--- config.mk ---
export PLATFORM = sky130hd
export DESIGN_NAME = dbus_fabric
export DESIGN_NICKNAME = d
export VERILOG_FILES = /design/src/rtl/dbus_fabric.sv
export SDC_FILE = /design/constraint.sdc
export NUM_CORES = 1
export LEC_CHECK = 0
export ABC_CLOCK_PERIOD_IN_PS = 3700
export CAP_MARGIN = 20
export CORE_AREA = 8 8 239 241
export CTS_CLUSTER_SIZE = 40
export DETAILED_ROUTE_END_ITERATION = 6
export DIE_AREA = 0 0 247 249
export HOLD_SLACK_MARGIN = 0.06
export PLACE_DENSITY_LB_ADDON = 0.25
export SLEW_MARGIN = 25
export SYNTH_ARGS = -nofsm -noshare
export SYNTH_HDL_FRONTEND = slang
export SYNTH_SLANG_ARGS = --single-unit
--- constraint.sdc ---
create_clock -name iCLK -period 3.7 [get_ports iCLK]
set_input_delay 1.11 -clock iCLK [delete_from_list [all_inputs] [get_ports iCLK]]
set_output_delay 1.11 -clock iCLK [all_outputs]
set_load 0.1 [all_outputs]
--- src/rtl/dbus_fabric.sv ---
// Data-bus interconnect: decodes CPU data-port requests onto NUM_SLV peripherals with wait states, timeout and bus errors.
// Optional error capture log enabled with `define DBUS_FABRIC_ERRLOG_EN.
module dbus_fabric #(
    parameter int                        NUM_SLV     = 4,
    parameter int                        ADDR_W      = 64,
    parameter int                        DATA_W      = 64,
    parameter logic [NUM_SLV*ADDR_W-1:0] SLV_BASE    = {64'hFFFF0000, 64'hFF000000,
                                                        64'h10010000, 64'h0},
    parameter logic [NUM_SLV*ADDR_W-1:0] SLV_MASK    = {64'hFFFFFFFFFFFFFF00, 64'hFFFFFFFFFF000000,
                                                        64'hFFFFFFFFFFFF0000, 64'hFFFFFFFFFFF00000},
    parameter int                        TIMEOUT_CYC = 16,
    parameter logic [DATA_W-1:0]         ERR_DATA    = 64'hDEADBEEFDEADBEEF
) (
    input  logic                      iCLK,
    input  logic                      iRST,
    input  logic                      iMReadEnable,
    input  logic                      iMWriteEnable,
    input  logic [DATA_W/8-1:0]       iMByteEnable,
    input  logic [ADDR_W-1:0]         iMAddress,
    input  logic [DATA_W-1:0]         iMWriteData,
    output logic [DATA_W-1:0]         oMReadData,
    output logic                      oMStall,
    output logic                      oMBusErr,
    output logic [NUM_SLV-1:0]        oSReadEnable,
    output logic [NUM_SLV-1:0]        oSWriteEnable,
    output logic [DATA_W/8-1:0]       oSByteEnable,
    output logic [ADDR_W-1:0]         oSAddress,
    output logic [DATA_W-1:0]         oSWriteData,
    input  logic [NUM_SLV*DATA_W-1:0] iSReadData,
    input  logic [NUM_SLV-1:0]        iSReady,
`ifdef DBUS_FABRIC_ERRLOG_EN
    input  logic                      iErrClr,
    output logic                      oErrValid,
    output logic [ADDR_W-1:0]         oErrAddr,
    output logic                      oErrIsWrite,
`endif
    output logic [15:0]               oErrCount
);

    localparam int SEL_W   = (NUM_SLV > 1) ? $clog2(NUM_SLV) : 1;
    localparam int CNT_W   = (TIMEOUT_CYC > 2) ? $clog2(TIMEOUT_CYC) : 1;
    localparam int TO_LAST = (TIMEOUT_CYC > 0) ? TIMEOUT_CYC - 1 : 0;
    localparam logic [CNT_W-1:0] TO_LAST_V = CNT_W'(TO_LAST);

    typedef enum logic [1:0] {
        ST_IDLE,
        ST_ACCESS,
        ST_DONE,
        ST_ERR
    } state_t;

    state_t             state;
    state_t             next_state;
    logic               req;
    logic               conflict;
    logic               hit;
    logic [SEL_W-1:0]   hit_idx;
    logic [NUM_SLV-1:0] hit_onehot;
    logic [SEL_W-1:0]   sel_idx;
    logic               sel_ready;
    logic [DATA_W-1:0]  sel_rdata;
    logic               is_write;
    logic [CNT_W-1:0]   to_cnt;
    logic               timeout_hit;

    assign req      = iMReadEnable | iMWriteEnable;
    assign conflict = iMReadEnable & iMWriteEnable;

    // Iterating downwards lets the lowest matching index overwrite any higher match.
    always_comb begin
        hit        = 1'b0;
        hit_idx    = '0;
        hit_onehot = '0;
        for (int i = NUM_SLV - 1; i >= 0; i--) begin
            if ((iMAddress & SLV_MASK[i*ADDR_W +: ADDR_W]) == SLV_BASE[i*ADDR_W +: ADDR_W]) begin
                hit     = 1'b1;
                hit_idx = SEL_W'(i);
            end
        end
        for (int i = 0; i < NUM_SLV; i++) begin
            if (hit && (hit_idx == SEL_W'(i))) begin
                hit_onehot[i] = 1'b1;
            end
        end
    end

    always_comb begin
        sel_ready = 1'b0;
        sel_rdata = '0;
        for (int i = 0; i < NUM_SLV; i++) begin
            if (sel_idx == SEL_W'(i)) begin
                sel_ready = iSReady[i];
                sel_rdata = iSReadData[i*DATA_W +: DATA_W];
            end
        end
    end

    assign timeout_hit = (TIMEOUT_CYC != 0) && (to_cnt == TO_LAST_V);

    always_ff @(posedge iCLK or negedge iRST) begin
        if (!iRST) begin
            state <= ST_IDLE;
        end else begin
            state <= next_state;
        end
    end

    always_comb begin
        next_state = state;
        case (state)
            ST_IDLE: begin
                if (req) begin
                    next_state = (!hit || conflict) ? ST_ERR : ST_ACCESS;
                end
            end
            ST_ACCESS: begin
                if (sel_ready) begin
                    next_state = ST_DONE;
                end else if (timeout_hit) begin
                    next_state = ST_ERR;
                end
            end
            ST_DONE:  next_state = ST_IDLE;
            ST_ERR:   next_state = ST_IDLE;
            default:  next_state = ST_IDLE;
        endcase
    end

    always_comb begin
        oMStall = 1'b0;
        if ((state == ST_IDLE) || (state == ST_ACCESS)) begin
            oMStall = req;
        end
    end

    // Request latch and slave strobes; the latched copy is what the slave sees for the whole access.
    always_ff @(posedge iCLK or negedge iRST) begin
        if (!iRST) begin
            oSAddress     <= '0;
            oSWriteData   <= '0;
            oSByteEnable  <= '0;
            oSReadEnable  <= '0;
            oSWriteEnable <= '0;
            sel_idx       <= '0;
            is_write      <= 1'b0;
        end else begin
            case (state)
                ST_IDLE: begin
                    if (req) begin
                        oSAddress    <= iMAddress;
                        oSWriteData  <= iMWriteData;
                        oSByteEnable <= iMByteEnable;
                        sel_idx      <= hit_idx;
                        is_write     <= iMWriteEnable;
                        if (hit && !conflict) begin
                            oSReadEnable  <= iMReadEnable  ? hit_onehot : '0;
                            oSWriteEnable <= iMWriteEnable ? hit_onehot : '0;
                        end
                    end
                end
                ST_ACCESS: begin
                    if (next_state != ST_ACCESS) begin
                        oSReadEnable  <= '0;
                        oSWriteEnable <= '0;
                    end
                end
                default: begin
                    oSReadEnable  <= '0;
                    oSWriteEnable <= '0;
                end
            endcase
        end
    end

    always_ff @(posedge iCLK or negedge iRST) begin
        if (!iRST) begin
            to_cnt <= '0;
        end else if ((state == ST_ACCESS) && (next_state == ST_ACCESS)) begin
            to_cnt <= to_cnt + 1'b1;
        end else begin
            to_cnt <= '0;
        end
    end

    // Master-side response registers are loaded on the edge entering DONE or ERR.
    always_ff @(posedge iCLK or negedge iRST) begin
        if (!iRST) begin
            oMReadData <= '0;
            oMBusErr   <= 1'b0;
            oErrCount  <= '0;
        end else begin
            oMBusErr <= (next_state == ST_ERR);
            if (next_state == ST_ERR) begin
                oMReadData <= ERR_DATA;
                if (oErrCount != 16'hFFFF) begin
                    oErrCount <= oErrCount + 16'd1;
                end
            end else if ((state == ST_ACCESS) && sel_ready && !is_write) begin
                oMReadData <= sel_rdata;
            end
        end
    end

`ifdef DBUS_FABRIC_ERRLOG_EN
    logic err_entry;

    assign err_entry = (next_state == ST_ERR);

    // A clear arriving together with a new error re-arms the log with that error.
    always_ff @(posedge iCLK or negedge iRST) begin
        if (!iRST) begin
            oErrValid   <= 1'b0;
            oErrAddr    <= '0;
            oErrIsWrite <= 1'b0;
        end else if (err_entry && (!oErrValid || iErrClr)) begin
            oErrValid   <= 1'b1;
            oErrAddr    <= (state == ST_IDLE) ? iMAddress     : oSAddress;
            oErrIsWrite <= (state == ST_IDLE) ? iMWriteEnable : is_write;
        end else if (iErrClr) begin
            oErrValid <= 1'b0;
        end
    end
`endif

endmodule

==> reports/metrics.yaml, run 1 <==
layout:
  nets: 2122
  drive_above_1_share: 0.2332
  nFillCells: 5386
  design_area_um2: 18460
  area_delta_synth_final_pct: 69.48
  final_util: 0.3464
  seq_area_um2: 5861
  multiInputGateArea_um2: 4766
  final_cells: 2436
timing:
  final_max_slew_viol_count: 0
  worst_slew_pin_slew_ps: 949.2
  finClkSkew_ps: 10.58
  max_freq_ghz: 0.2962
  final.setup.tns_ps: 0
  finalSetupViolations: 0
  hold_viol_final: 0
  rsz0062_at_grt: "false"
  timing.final.crit_share: 0.9126
  setup_ws_ps: 323.5
  slew_headroom: 0.3672
  hold_ws_ps: 454.6
  fin_crit_ps: 3376
clock_tree:
  cts_buffers: 29
  post-cts-setup-buffers: 0
  clock_sinks: 234
  hold_buffers: 0
  cts_tree: "yes"
  path_clk_slew_ps: 60
  cts_root_buffer: "clkbuf_16"
  clkLatencyLatePin_ps: 550
  cts_resized: 0
  htreeDepth: 1
  clk_path_buf_depth: 3
synthesis:
  netlist_instances: 1099
  ys_warn_count: 0
  netlist_top_cells_area: "dfrtp_1 (54%), nand2_1 (19%), mux4_2 (13%)"
  synth_top_area_share: 0.5376
  ys_ff_latch: 234
  avgSynthCellArea_um2: 9.911
  ys_seq_area_frac: 0.5376
  syn_nets: 1501
  synth_area_um2: 10890
  synth_edf_count: 0
  synth_top_cell_by_area: "dfrtp_1"
  yosysUniqueCellTypes: 40
  ys.flop_type: "dfrtp_1"
  ys_async_sr_fraction: 1.000
floorplanning:
  rows: 85
  die_width_um: 247
  die_height_um: 249
  ios: 626
  dieArea_um2: 61500
  start_util: 0.2044
  coreArea_um2: 53280
setup_path:
  cp.arrival_ps: 2270
  timing.critical_path.buf_inv: 2
  critical_path.max_stage_delay_ps: 590
  path_max_fanout: 4
  critPathCaptureType: "output port"
  crit_top_cell: "nor2_1"
  cp_slowest_cell: "clkdlybuf4s50_1"
  critPathRequiredTime_ps: 2590
  worstPathCellList: "clkdlybuf4s50_1 -> nor2_1 -> nor2_1 -> buf_12"
  critPathLaunchType: "input pin"
  cp_top_family: "buffers and inverters"
  criticalPathCategory: "input pin to output port"
grt:
  grt_overflow: 0
  grt_usage: 0.1562
  antenna_found_initial: 3
  grt_max_degree: 143
  grt_pass1_wl_mm: 73.95
  grt_pass1_vias: 11123
routing:
  wl_per_cell_um: 20.72
  dr.pass1.iters: 4
  drtIter0Drc: 492
  vias_per_cell: 4.271
  ant_nets: 0
  dr_total_vias: 10405
  routed_wl_mm: 50.47
  drc: 0
worst_hold_path:
  hp-class: "flip-flop to flip-flop"
power:
  vdd_drop_max_mv: 0.8840
  power_density_nw_per_um2: 1067
  total_power_mw: 19.70
  p_leak_nw: 8.295
status:
  status: "finished, final reports clean"
placement:
  dpl.hpwl_mm: 39.15
  post-place-ws_ps: -113.5
  place_area_um2: 17550
  place.gp.congestion: 0.8276
  port_buffers: 625
  placed_cells: 2385
flow_run:
  maxCapViolCount: 0
-- routing by layer --
layer | wire (um) | vias to the layer above | track usage
li1 | - | 4887 | -
met1 | 18980 | 5020 | 0.1779
met2 | 25280 | 439 | 0.2765
met3 | 4880 | 59 | 0.05039
met4 | 1337 | 0 | 0.04257
met5 | 0 | - | 0
-- cells in the mapped netlist, types with 10 or more instances --
library cell and number:
buf_1 12, nand3_1 50, nand3_2 10, a21oi_2 10, mux4_2 65, nand2_1 553, dfrtp_1 234, nor2_1 20
xnor2_1 15, clkbuf_1 44, nor4_1 10
-- logic make-up (layout without fill, tap and decap cells) --
family	after synthesis	count (layout)	synth area share
and+or+nand+nor	675	675	0.2559
AOI/OAI and AO/OA	30	30	0.02114
xor gates and xnor gates	17	17	0.01367
buffers and inverters	68	706	0.02665
adders and majority gates	2	2	0.002297
muxes	73	73	0.1427
DFF	234	234	0.5376
other	0	3	0
-- state kept, by name (all words and copies together), names as in the netlist --
signal / cells
oSReadEnable: 4
oSWriteEnable: 4
is_write: 1
sel_idx: 2
state: 2
oSWriteData: 64
to_cnt: 4
oMReadData: 64
oSAddress: 64
oMBusErr: 1
oErrCount: 16
oSByteEnable: 8
-- layout make-up --
type	count	share of cell area
multi-input cells	797	0.2582
clock buffers	43	0.04596
diodes	3	0.0004067
well taps	696	0.04718
flip-flops and latches	234	0.3175
inverters	4	0.0008134
repair buffers	654	0.3271
clock inverters	5	0.002847
-- layout by cell type (no fill, tap or decap), drive strengths merged, types with 3 or more instances in the layout --
cell             n
nand4            8
a21oi           18
diode            3
mux2             8
o21ai            5
nand3           60
or4              5
mux4            65
clkinv           3
dfrtp          234
nor2            21
nor4            10
and2             3
clkdlybuf4s50  398
inv              4
xnor2           15
nand2          553
clkbuf          43
nor3             3
and3             4
buf            256
-- path summary, 6_finish.rpt --
path	from	to	slack, ps	cells past startpoint
worst max-delay path	iMReadEnable	oMStall	320	4
worst min-delay path	to_cnt[0]	to_cnt[0]	450	1
worst max register to register	sel_idx[0]	oSWriteEnable[1]	1420	4
worst min register to register	to_cnt[0]	to_cnt[0]	450	1
max in group asynchronous	iRST	oSWriteData[2]	2430	2
min in group asynchronous	iRST	oMReadData[49]	520	1
-- where the power goes --
part	switching [mW]	internal, mW
sequential	0.635	3.64
clock	1.10	1.63
combinational	10.2	2.52
total	11.9	7.79
Note: power is estimated with default switching activity, not from simulation.
==> run 2: changes to the inputs <==
Settings changed: CORE_AREA 8 8 239 241 to 8 8 238 240, DIE_AREA 0 0 247 249 to 0 0 246 248, SETUP_SLACK_MARGIN from default to 0.4.
==> run 2 against run 1 <==
Setup slack gained 180 ps. Clock power grew 3%. Die area down 0.80%. Maximum frequency up 5.6%. Power increased by 0.66%. Critical path depth up 3. Sequential share of layout area fell by 0.11 points. Via count barely moved. Largest cell class unchanged. Highest routed layer unchanged.
==> reports/metrics.yaml, run 2 (synthesis results as in run 1) <==
timing:
  timing.final.crit_share: 0.8641
  hold_viol_final: 0
  fin_crit_ps: 3197
  finClkSkew_ps: 12.46
  final.setup.tns_ps: 0
  worst_slew_pin_slew_ps: 927.2
  final_max_slew_viol_count: 0
  max_freq_ghz: 0.3128
  finalSetupViolations: 0
  slew_headroom: 0.3818
  rsz0062_at_grt: "false"
floorplanning:
  rows: 85
  ios: 626
  coreArea_um2: 53070
  die_height_um: 248
  dieArea_um2: 61010
  start_util: 0.2052
  die_width_um: 246
routing:
  vias_per_cell: 4.262
  ant_nets: 0
  dr_total_vias: 10399
  drc: 0
  routed_wl_mm: 49.26
  drtIter0Drc: 494
  dr.pass1.iters: 4
  wl_per_cell_um: 20.19
setup_path:
  r2r-end: "oSWriteEnable[1]"
  crit_path_start: "iMAddress[57]"
  rrSetupSlack_ps: 1060
  critPathLaunchType: "input pin"
  critPathRequiredTime_ps: 4140
  worst_r2r_startpoint: "sel_idx[0]"
  criticalPathCategory: "input pin to flip-flop"
  cp.arrival_ps: 3630
  cp_slowest_cell: "or4_4"
  crit_top_cell: "or4_4"
  crit_end: "oErrCount[12]"
  worstPathCellList: "clkdlybuf4s50_1 -> or4_4 -> or4_4 -> o21bai_4 -> a21oi_2 -> o2111ai_2 -> mux2_2"
  path_max_fanout: 5
  reg2reg_depth: 4
  critPathCaptureType: "flip-flop"
  critical_path.max_stage_delay_ps: 590
grt:
  grt_overflow: 0
  grt_usage: 0.1531
  antenna_found_initial: 2
  grt_max_degree: 143
  use_met1: 0.1754
  grt_pass1_vias: 10969
  grt_pass1_wl_mm: 71.99
  use_met3: 0.05358
  grt.busiest_layer: "met2"
  grt_use_met2: 0.2699
clock_tree:
  cts_buffers: 29
  cts_tree: "yes"
  clock_sinks: 234
  path_clk_slew_ps: 60
  hold_buffers: 0
  cts_root_buffer: "clkbuf_16"
  htreeDepth: 1
  clk_path_buf_depth: 3
  clkLatencyLatePin_ps: 550
  post-cts-setup-buffers: 0
worst_hold_path:
  hp-class: "flip-flop to flip-flop"
power:
  power_density_nw_per_um2: 1071
  vdd_drop_max_mv: 0.7545
  p_leak_nw: 8.336
layout:
  layout_common_cells: "nand2_1 (552), clkdlybuf4s50_1 (396), buf_4 (245)"
  nets: 2123
  layout_commonest_cell: "nand2_1"
  final_cells: 2440
  drive_above_1_share: 0.2377
  area_delta_synth_final_pct: 70.09
  reg_top3: "oMReadData (64), oSAddress (64), oSWriteData (64)"
placement:
  port_buffers: 625
  dpl.hpwl_mm: 38.28
  placed_cells: 2386
  place.gp.congestion: 0.8143
status:
  status: "finished, final reports clean"
flow_run:
  maxCapViolCount: 0
[run 2: where the power goes]
group,leakage (nW),switching (mW),internal [mW]
logic,5.07,10.2,2.59
clock network,0.466,1.13,1.67
registers,2.80,0.631,3.64
total,8.34,11.9,7.90
[run 2: cell type report]
cell class | instances | area [um^2]
Fill cell | 5378 | 34540
Timing Repair Buffer | 655 | 6056
Sequential cell | 234 | 5861
Multi-Input combinational cell | 797 | 4782
Tap cell | 696 | 870.8
Clock buffer | 41 | 820.8
Clock inverter | 11 | 112.6
Inverter | 4 | 17.52
Antenna cell | 2 | 5.005
[run 2: worst min-delay path by stage]
stage | start | endpoint | slack (ps) | cells after the start
2_1_floorplan | to_cnt[0] | to_cnt[0] | 430 | 1
3_3_place_gp | to_cnt[0] | to_cnt[0] | 450 | 1
3_5_place_dp | to_cnt[0] | to_cnt[0] | 450 | 1
4_1_cts | to_cnt[0] | to_cnt[0] | 470 | 1
5_1_grt | to_cnt[0] | to_cnt[0] | 480 | 1
6_report | to_cnt[0] | to_cnt[0] | 470 | 1
[run 2: repair_timing]
action / CTS / global route
endpoints found under the hold margin: 0 / 0
resized for setup: 4 / 3
endpoints found under the setup margin: 9 / 15
[run 2: layer usage]
metal  vias up  part of all wire
met3        51             0.098
met5         -                 0
met4         0             0.022
li1       4885                 -
met1      5040              0.37
met2       423              0.51
[run 2: worst max-delay path: cells and delay by family]
| kind | cells | cell delay [ps] |
|---|---|---|
| muxes | 1 | 350 |
| and+or+nand+nor | 2 | 1170 |
| buffers and inverters | 1 | 450 |
| AOI/OAI and AO/OA | 3 | 550 |
[run 2: through the flow]
step           area (um^2)    util  hold WS [ps]  power (mW)  setup slack, ps
6_report             18530  0.3491         470.7       19.83            502.9
5_1_grt              18520  0.3490         483.7       20.75            396.3
4_1_cts              18510  0.3488         467.2       20.13            459.8
3_5_place_dp         17570  0.3311         453.7       17.22           -238.7
3_3_place_gp         17570  0.3311         452.5       17.14           -197.2
2_1_floorplan        10890       -         431.2       13.73            540.8
